[src/rtl/imem_loader_if.sv]
// Byte-stream and instruction-memory write-port bundle for the boot-time image loader.
// The loader sits on the slave side; whatever feeds it the image holds the master side.
interface imem_loader_if #(
   parameter int IMEM_W = 13
);
   logic              start_i;
   logic [7:0]        rx_data_i;
   logic              rx_valid_i;
   logic              rx_ready_o;
   logic              wr_en_o;
   logic [IMEM_W-1:0] wr_addr_o;
   logic [31:0]       wr_data_o;
   logic              busy_o;
   logic              done_o;
   logic              err_o;

   modport master (
      output start_i, rx_data_i, rx_valid_i,
      input  rx_ready_o, wr_en_o, wr_addr_o, wr_data_o, busy_o, done_o, err_o
   );

   modport slave (
      input  start_i, rx_data_i, rx_valid_i,
      output rx_ready_o, wr_en_o, wr_addr_o, wr_data_o, busy_o, done_o, err_o
   );
endinterface

[src/rtl/imem_loader.sv]
// Instruction-memory image loader: takes a 16-bit little-endian word count, then that
// many little-endian 32-bit words, and writes them to consecutive word addresses.
module imem_loader #(
   parameter int IMEM_W = 13
) (
   input logic          clk_i,
   input logic          rst_ni,
   imem_loader_if.slave bus
);
   localparam int          IDX_W    = IMEM_W - 2;
   localparam int unsigned CAPACITY = 32'd1 << IDX_W;

   typedef enum logic [2:0] {IDLE, LEN_LO, LEN_HI, DATA, DONE, ERR} state_t;

   state_t            state;
   state_t            state_next;
   logic [15:0]       count;
   logic [IDX_W-1:0]  word_idx;
   logic [1:0]        byte_cnt;
   logic [23:0]       word_buf;
   logic              rx_ready;
   logic              wr_en;
   logic              busy;
   logic              done;
   logic              err;
   logic [IMEM_W-1:0] wr_addr;
   logic [31:0]       wr_data;
   logic              xfer;
   logic              last_word;
   logic [15:0]       len_full;

   assign xfer      = bus.rx_valid_i & rx_ready;
   assign len_full  = {bus.rx_data_i, count[7:0]};
   assign last_word = (32'(word_idx) + 32'd1) == 32'(count);

   // The last word's write strobe coincides with entering DONE, so no byte is taken after it.
   always_comb begin
      state_next = state;
      case (state)
         IDLE, DONE, ERR: if (bus.start_i) state_next = LEN_LO;
         LEN_LO:          if (xfer) state_next = LEN_HI;
         LEN_HI: begin
            if (xfer) begin
               if (len_full == 16'd0)                state_next = DONE;
               else if (32'(len_full) > CAPACITY)    state_next = ERR;
               else                                  state_next = DATA;
            end
         end
         DATA:            if (xfer && byte_cnt == 2'd3 && last_word) state_next = DONE;
         default:         state_next = IDLE;
      endcase
   end

   // Status outputs are registered from the next state so they line up with the state register.
   always_ff @(posedge clk_i or negedge rst_ni) begin
      if (!rst_ni) begin
         state    <= IDLE;
         count    <= '0;
         word_idx <= '0;
         byte_cnt <= '0;
         word_buf <= '0;
         rx_ready <= 1'b0;
         wr_en    <= 1'b0;
         busy     <= 1'b0;
         done     <= 1'b0;
         err      <= 1'b0;
         wr_addr  <= '0;
         wr_data  <= '0;
      end else begin
         state    <= state_next;
         rx_ready <= (state_next == LEN_LO) || (state_next == LEN_HI) || (state_next == DATA);
         busy     <= (state_next == LEN_LO) || (state_next == LEN_HI) || (state_next == DATA);
         done     <= (state_next == DONE);
         err      <= (state_next == ERR);
         wr_en    <= 1'b0;
         case (state)
            IDLE, DONE, ERR: begin
               if (bus.start_i) begin
                  word_idx <= '0;
                  byte_cnt <= '0;
               end
            end
            LEN_LO: if (xfer) count[7:0]  <= bus.rx_data_i;
            LEN_HI: if (xfer) count[15:8] <= bus.rx_data_i;
            DATA: begin
               if (xfer) begin
                  byte_cnt <= byte_cnt + 2'd1;
                  if (byte_cnt == 2'd3) begin
                     wr_en    <= 1'b1;
                     wr_data  <= {bus.rx_data_i, word_buf};
                     wr_addr  <= {word_idx, 2'b00};
                     word_idx <= word_idx + IDX_W'(1);
                  end else begin
                     word_buf[{byte_cnt, 3'b000} +: 8] <= bus.rx_data_i;
                  end
               end
            end
            default: ;
         endcase
      end
   end

   assign bus.rx_ready_o = rx_ready;
   assign bus.wr_en_o    = wr_en;
   assign bus.wr_addr_o  = wr_addr;
   assign bus.wr_data_o  = wr_data;
   assign bus.busy_o     = busy;
   assign bus.done_o     = done;
   assign bus.err_o      = err;
endmodule

[src/flat_wrapper.sv]
// flat-port wrapper written by rule: the top's interface ports become plain ports
module imem_loader_flat 
#(
   parameter int IMEM_W = 13
)
  (clk_i, rst_ni, bus_start_i, bus_rx_data_i, bus_rx_valid_i, bus_rx_ready_o, bus_wr_en_o, bus_wr_addr_o, bus_wr_data_o, bus_busy_o, bus_done_o, bus_err_o);
  imem_loader_if #(.IMEM_W(IMEM_W)) bus_i ();
  input logic clk_i;
  input logic rst_ni;
  input wire logic [$bits(bus_i.start_i)-1:0] bus_start_i;
  input wire logic [$bits(bus_i.rx_data_i)-1:0] bus_rx_data_i;
  input wire logic [$bits(bus_i.rx_valid_i)-1:0] bus_rx_valid_i;
  output wire logic [$bits(bus_i.rx_ready_o)-1:0] bus_rx_ready_o;
  output wire logic [$bits(bus_i.wr_en_o)-1:0] bus_wr_en_o;
  output wire logic [$bits(bus_i.wr_addr_o)-1:0] bus_wr_addr_o;
  output wire logic [$bits(bus_i.wr_data_o)-1:0] bus_wr_data_o;
  output wire logic [$bits(bus_i.busy_o)-1:0] bus_busy_o;
  output wire logic [$bits(bus_i.done_o)-1:0] bus_done_o;
  output wire logic [$bits(bus_i.err_o)-1:0] bus_err_o;
  assign bus_i.start_i = bus_start_i;
  assign bus_i.rx_data_i = bus_rx_data_i;
  assign bus_i.rx_valid_i = bus_rx_valid_i;
  assign bus_rx_ready_o = bus_i.rx_ready_o;
  assign bus_wr_en_o = bus_i.wr_en_o;
  assign bus_wr_addr_o = bus_i.wr_addr_o;
  assign bus_wr_data_o = bus_i.wr_data_o;
  assign bus_busy_o = bus_i.busy_o;
  assign bus_done_o = bus_i.done_o;
  assign bus_err_o = bus_i.err_o;
  imem_loader #(.IMEM_W(IMEM_W)) u_core (.clk_i(clk_i), .rst_ni(rst_ni), .bus(bus_i));
endmodule
[config.mk]
export PLATFORM = sky130hd
export DESIGN_NAME = imem_loader_flat
export DESIGN_NICKNAME = d
export VERILOG_FILES = /design/src/rtl/imem_loader_if.sv /design/src/rtl/imem_loader.sv /design/src/flat_wrapper.sv
export SDC_FILE = /design/constraint.sdc
export NUM_CORES = 1
export LEC_CHECK = 0
export ABC_AREA = 1
export BUFFER_PORTS_ARGS = -buffer_cell sky130_fd_sc_hd__buf_2
export CAP_MARGIN = 0
export CELL_PAD_IN_SITES_DETAIL_PLACEMENT = 1
export CELL_PAD_IN_SITES_GLOBAL_PLACEMENT = 1
export CORE_ASPECT_RATIO = 1.75
export CORE_MARGIN = 8
export CORE_UTILIZATION = 31
export CTS_CLUSTER_DIAMETER = 50
export DETAILED_ROUTE_END_ITERATION = 7
export PLACE_DENSITY_LB_ADDON = 0.1
export SYNTH_ARGS = -nofsm -noshare
export SYNTH_HDL_FRONTEND = slang
export SYNTH_SLANG_ARGS = --single-unit
[constraint.sdc]
create_clock -name clk_i -period 2.1 [get_ports clk_i]
set_clock_uncertainty 0.1 [all_clocks]
set_input_delay 0.21 -clock clk_i [delete_from_list [all_inputs] [get_ports clk_i]]
set_output_delay 0.21 -clock clk_i [all_outputs]
set_load 0.01 [all_outputs]
## After elaboration in Yosys (flattened, before gate mapping)

Cells that the tools add are included.

| word-level totals | value |
|---|---|
| register bits | 103 |
| logic and storage cells | 68 |
| output and inout bits | 50 |
| input bits | 12 |

| operators by class | value |
|---|---|
| bitwise gates (word level) | 2 |
| reductions and logical operators | 14 |
| multiplexer cells | 18 |
| shifts and indexed selects | 2 |
| equality and inequality tests | 15 |
| add/sub/neg operators | 4 |
| magnitude comparators | 1 |

Operator list:

| cell | number |
|---|---|
| 2-to-1 mux 11 bit | 3 |
| == test 32 x 16 -> 1 bit | 1 |
| bitwise mux 24 bit | 1 |
| variable shift 8 x 7 -> 24 bit, first input constant | 1 |
| indexed part select 8 x 7 -> 24 bit | 1 |
| case mux 11 bit (2 select lines) | 1 |
| 2-to-1 mux 3 bit | 6 |
| > comparator 16 x 12 -> 1 bit, second input constant | 1 |
| zero test 16 bit | 1 |
| adder 11 x 1 -> 12 bit, second input constant | 1 |
| == test 3 x 2 -> 1 bit, second input constant | 4 |
| == test 3 bit, second input constant | 4 |
| case mux 3 bit (4 select lines) | 1 |
| adder 11 x 1 -> 11 bit, second input constant | 1 |
| AND reduction 3 bit | 3 |
| negation 5 -> 7 bit | 1 |
| == test 3 x 1 -> 1 bit, second input constant | 2 |
| 2-to-1 mux 2 bit | 2 |
| inequality test 2 x 1 -> 1 bit, second input constant | 2 |
| case mux 2 bit (2 select lines) | 1 |
| AND reduction 2 bit | 2 |
| AND reduction 4 bit | 1 |
| zero test 3 bit | 1 |
| 2-to-1 mux 1 bit | 3 |
| other kinds (9) | 11 |

## Depth between registers and ports, before layout

| depth | value |
|---|---|
| word-level depth | 8 |
| gate-level depth with buffers | 15 |
| gate-level depth less buffers | 15 |

## Worst setup path after synthesis

No wires, ideal clock.

| timing path | value |
|---|---|
| kind | register -> register |
| start point | reg u_core.byte_cnt[0] |
| end point | reg u_core.word_buf[0] |
| arrival | 1.722 ns |
| data required time | 1.917 ns |
| setup slack | 0.195 ns |
| clock period less this slack | 1.905 ns |
| stages on the path, launching flop included | 7 |
| buffers on the path | 1 |
| path through | dfrtp_1 inv_1 ha_1 clkbuf_1 nor3b_1 nand3_1 o21ai_0 |

| between the ends | value |
|---|---|
| longest elaborated chain between the ends | 3 |

RTL lines:

| what | RTL line | RTL |
|---|---|---|
| start: declaration | imem_loader.sv:19 | `logic [1:0] byte_cnt;` |
| start signal: assignment | imem_loader.sv:87 | `byte_cnt <= byte_cnt + 2'd1;` |
| negation 5 -> 7 bit or == test 2 bit (tied branches) | imem_loader.sv:94, imem_loader.sv:88 |  |
| indexed part select 8 x 7 -> 24 bit (tied with other cells) | imem_loader.sv:94 | `word_buf[{byte_cnt, 3'b000} +: 8] <= bus.rx_data_i;` |
| bitwise mux 24 bit or AND reduction 3 bit (tied branches) | - |  |
| end signal: indexed assignment | imem_loader.sv:94 |  |
| end: declaration | imem_loader.sv:20 | `logic [23:0] word_buf;` |

Parallel ways exist; a longest one is shown, timed or not.
A chain may end at the register's enable or synchronous reset.

## Final worst setup path

| timing path | value |
|---|---|
| start point | reg u_core.word_idx[0] |
| end point | reg u_core.rx_ready (netlist: u_core.bus.rx_ready_o) |

| between the ends | value |
|---|---|
| longest elaborated chain between the ends | 8 |

RTL lines:

| what | RTL line | RTL |
|---|---|---|
| start: declaration | imem_loader.sv:18 | `logic [IDX_W-1:0] word_idx;` |
| start signal: assignment | imem_loader.sv:92 | `word_idx <= word_idx + IDX_W'(1);` |
| adder 11 x 1 -> 12 bit (*) | imem_loader.sv:34 | `assign last_word = (32'(word_idx) + 32'd1) == 32'(count);` |
| == test 32 x 16 -> 1 bit (*) | imem_loader.sv:34 |  |
| logical AND 1 bit (*) | imem_loader.sv:49 | `DATA: if (xfer && byte_cnt == 2'd3 && last_word) state_next = DONE;` |
| 2-to-1 mux 3 bit (*) | imem_loader.sv:49 |  |
| case mux 3 bit (4 select lines) (*) | imem_loader.sv:39 | `case (state)` |
| == test 3 x 1 -> 1 bit or == test 3 x 2 -> 1 bit (tied branches) | imem_loader.sv:71 | `rx_ready <= (state_next == LEN_LO) \|\| (state_next == LEN_HI) \|\| (state_next == DATA);` |
| logical OR 1 bit | imem_loader.sv:71 |  |
| logical OR 1 bit (*) | imem_loader.sv:71 |  |
| end signal: assignment | imem_loader.sv:71 |  |
| end: declaration | imem_loader.sv:21 | `logic rx_ready;` |

Every way passes the cells marked *; elsewhere a longest branch is shown, timed or not.

==> out/qor.csv <==
metric;value;unit
pin_count;62;
syn2layout_area_growth;19.4;%
netlist_top_cells_count;nand2_1, dfrtp_1, o21ai_0;
hold_path_end;u_core.word_buf[6];
die_h;179;um
hold_violations;0;
synthSimpleGateAreaFrac;24.1;%
grt_pass1_wl;23200;um
syn-cell-area;4700;um2
holdCritStartpoint;bus_rx_data_i[6];
dieWidth;109;um
clk_pin_slew_worst_paths;0.07;ns
postSynthCellCount;544;
fin_crit_sh;94.1;%
vdd_ir_drop_max;0.504;mV
max_cap_violations;0;
instances_no_fill;795;
synth_compound_area_share;10.9;%
reg2reg_from;u_core.word_idx[0];
reg2reg_depth;14;
p_leak;2.78;nW
cts_tree;yes;
viasPerCell;4.94;
track_usage;15.4;%
clockRootBuffer;clkbuf_16;
synth_top_area_cell;dfrtp_1;
worst-slew-pin-transition;0.593;ns
cts_made_buffers;9;
required;2.24;ns
setup_viol;0;
muxShareOfSynthArea;0;%
synth.top_cell.area_share;54.8;%
die_area;19500;um2
whs_path_depth;3;
coreArea;14800;um2
critPathMaxFanout;7;
firstDrtPassIters;4;
yosys_warnings;0;
nets;627;
synth-main-ff-cell;dfrtp_1;
synth_edf_count;0;
gr-total-overflow;0;
first_global_vias;4377;
rrSetupSlack;0.12;ns
wl;14100;um
clkLatencyLatePin;0.34;ns
portBuffers;59;
initial_core_util;31.7;%
cp-start-kind;register;
hp-class;primary input to register;
dp.cells;777;
drt_iter0_drc;124;
pwr_density_cell;1130;nW/um2
min_period;1.98;ns
crit_start;u_core.word_idx[0];
rows;59;
cts_max_path_buffers;2;
r2r_end;u_core.bus.rx_ready_o;
antenna_cells;0;
slew-limit-headroom;60.5;%
htreeDepth;3;
num-fill-cells;1759;
synth_top_family_by_area;simple AND/OR/NAND/NOR gates;
synthTopCellsByArea;dfrtp_1, nand2_1, o21ai_0, inv_1, nand3_1;
gp_congestion;0.847;
ys_seq_area_share;54.8;%
async_flop_share;100;%
drtAntennaViolNets;0;
layout-drive-gt1-share;20.1;%
grt_antenna_before_repair;0;
grt_max_degree;104;
syn_area_per_cell;8.64;um2
synth_adder_area_share;1.60;%
yosys.area_share.xor_xnor;0;%
status;complete, no violations;
final_core_util;37.8;%
synth_cell_types;29;
fmax;506;MHz
report.final.slew_viol_count;0;
wl_per_cell;17.8;um
tns;0;ns
cp.arrival;2.11;ns
vias;3924;
critical_path.endpoint_type;register;
cts_num_sinks;103;
path_class;register to register;
drc_errors;0;
synth.ff_latch_count;103;
synth.most_common_cell;nand2_1;
post-dp-hpwl;10500;um
==> layout make-up <==
type | instances | area (um2) | area share (%)
flip-flops and latches | 103 | 2580 | 46.0
multi-input cells | 348 | 1780 | 31.7
repair buffers | 74 | 438 | 7.80
inverters | 73 | 274 | 4.88
well taps | 183 | 229 | 4.08
clock buffers | 9 | 225 | 4.01
clock inverters | 5 | 82.6 | 1.47
==> worst max-delay path, cell delays in order (launching register included) <==
cell and delay, ns:
dfrtp_1 0.42, buf_4 0.15, inv_1 0.08, nor2_4 0.20, nand3_2 0.12, nand3_1 0.12, nand2_1 0.09, nor2_1 0.09
nand2_1 0.06, nor2_2 0.10, nand2_1 0.07, nand2_2 0.10, nand3_2 0.08, nand2_1 0.07, inv_1 0.03
==> placed cells by master (no fill, tap or decap), drive strengths merged <==
cell type	Yosys	final
inv	73	75
o22ai	6	6
a22oi	1	1
o21ai	89	89
clkbuf	7	9
a21oi	1	1
nand3	47	47
nor3b	1	1
o211ai	1	1
dfrtp	103	103
dlygate4sd3	0	1
nand2	128	128
ha	6	6
nor3	3	3
bufinv	0	2
nand4	24	24
buf	14	73
nor2	34	34
o21bai	1	1
conb	1	2
clkinv	0	1
nor4	2	2
nand3b	2	2
==> state kept, by name (all words and copies together), names as in the netlist <==
| signal | count |
|---|---|
| u_core.byte_cnt | 2 |
| u_core.word_buf | 24 |
| u_core.word_idx | 11 |
| u_core.bus.rx_ready_o | 1 |
| u_core.bus.done_o | 1 |
| u_core.count | 16 |
| u_core.bus.err_o | 1 |
| u_core.state | 3 |
| u_core.bus.wr_en_o | 1 |
| u_core.bus.wr_data_o | 32 |
| u_core.bus.wr_addr_o | 11 |
==> worst max-delay path by stage <==
stage / slack, ns / cells past startpoint / to
2_1_floorplan: 0.20 / 6 / u_core.word_buf[0]
5_1_grt: -0.05 / 14 / u_core.bus.rx_ready_o
4_1_cts: 0.01 / 13 / u_core.bus.rx_ready_o
3_3_place_gp: -0.09 / 12 / u_core.bus.rx_ready_o
3_5_place_dp: -0.13 / 12 / u_core.bus.rx_ready_o
6_report: 0.12 / 14 / u_core.bus.rx_ready_o
==> layer usage <==
metal	global-route usage, %	vias to the layer above	part of all wire, %
met3	3.10	31	3.2
met5	0	-	0
met4	6.20	0	3.2
li1	-	1900	-
met1	16.2	1922	37
met2	28.8	71	56
==> power by group <==
group	switching, W	leakage, nW	internal, W
logic	0.00114	1.34	0.000608
registers	0.000289	1.29	0.00250
clock network	0.000746	0.152	0.00104
==> cell families after synthesis <==
kind of cell | after synthesis
fa+ha+maj | 6
compound gates | 99
other cells | 1
flops | 103
simple gates | 241
buf+inv | 94
==> metrics by stage <==
stage / hold WS, ns / power [W] / worst slack (ns) / instance area (um2)
2_1_floorplan: -0.186 / 0.00383 / 0.195 / 4710
3_3_place_gp: 0.224 / 0.00451 / -0.0910 / 5210
3_5_place_dp: 0.238 / 0.00457 / -0.128 / 5210
4_1_cts: 0.0951 / 0.00643 / 0.0104 / 5540
5_1_grt: 0.125 / 0.00679 / -0.0493 / 5610
6_report: 0.107 / 0.00632 / 0.125 / 5610
==> what timing repair did <==
| action | CTS | global route |
|---|---|---|
| endpoints found under the hold margin | 103 | 0 |
| hold buffers | 1 | 0 |
| endpoints found under the setup margin | 5 | 5 |
| setup buffers | 1 | 2 |
| gates resized for setup | 2 | 17 |
| pin swaps | 1 | 4 |
Note: power is estimated with default switching activity, not from simulation.
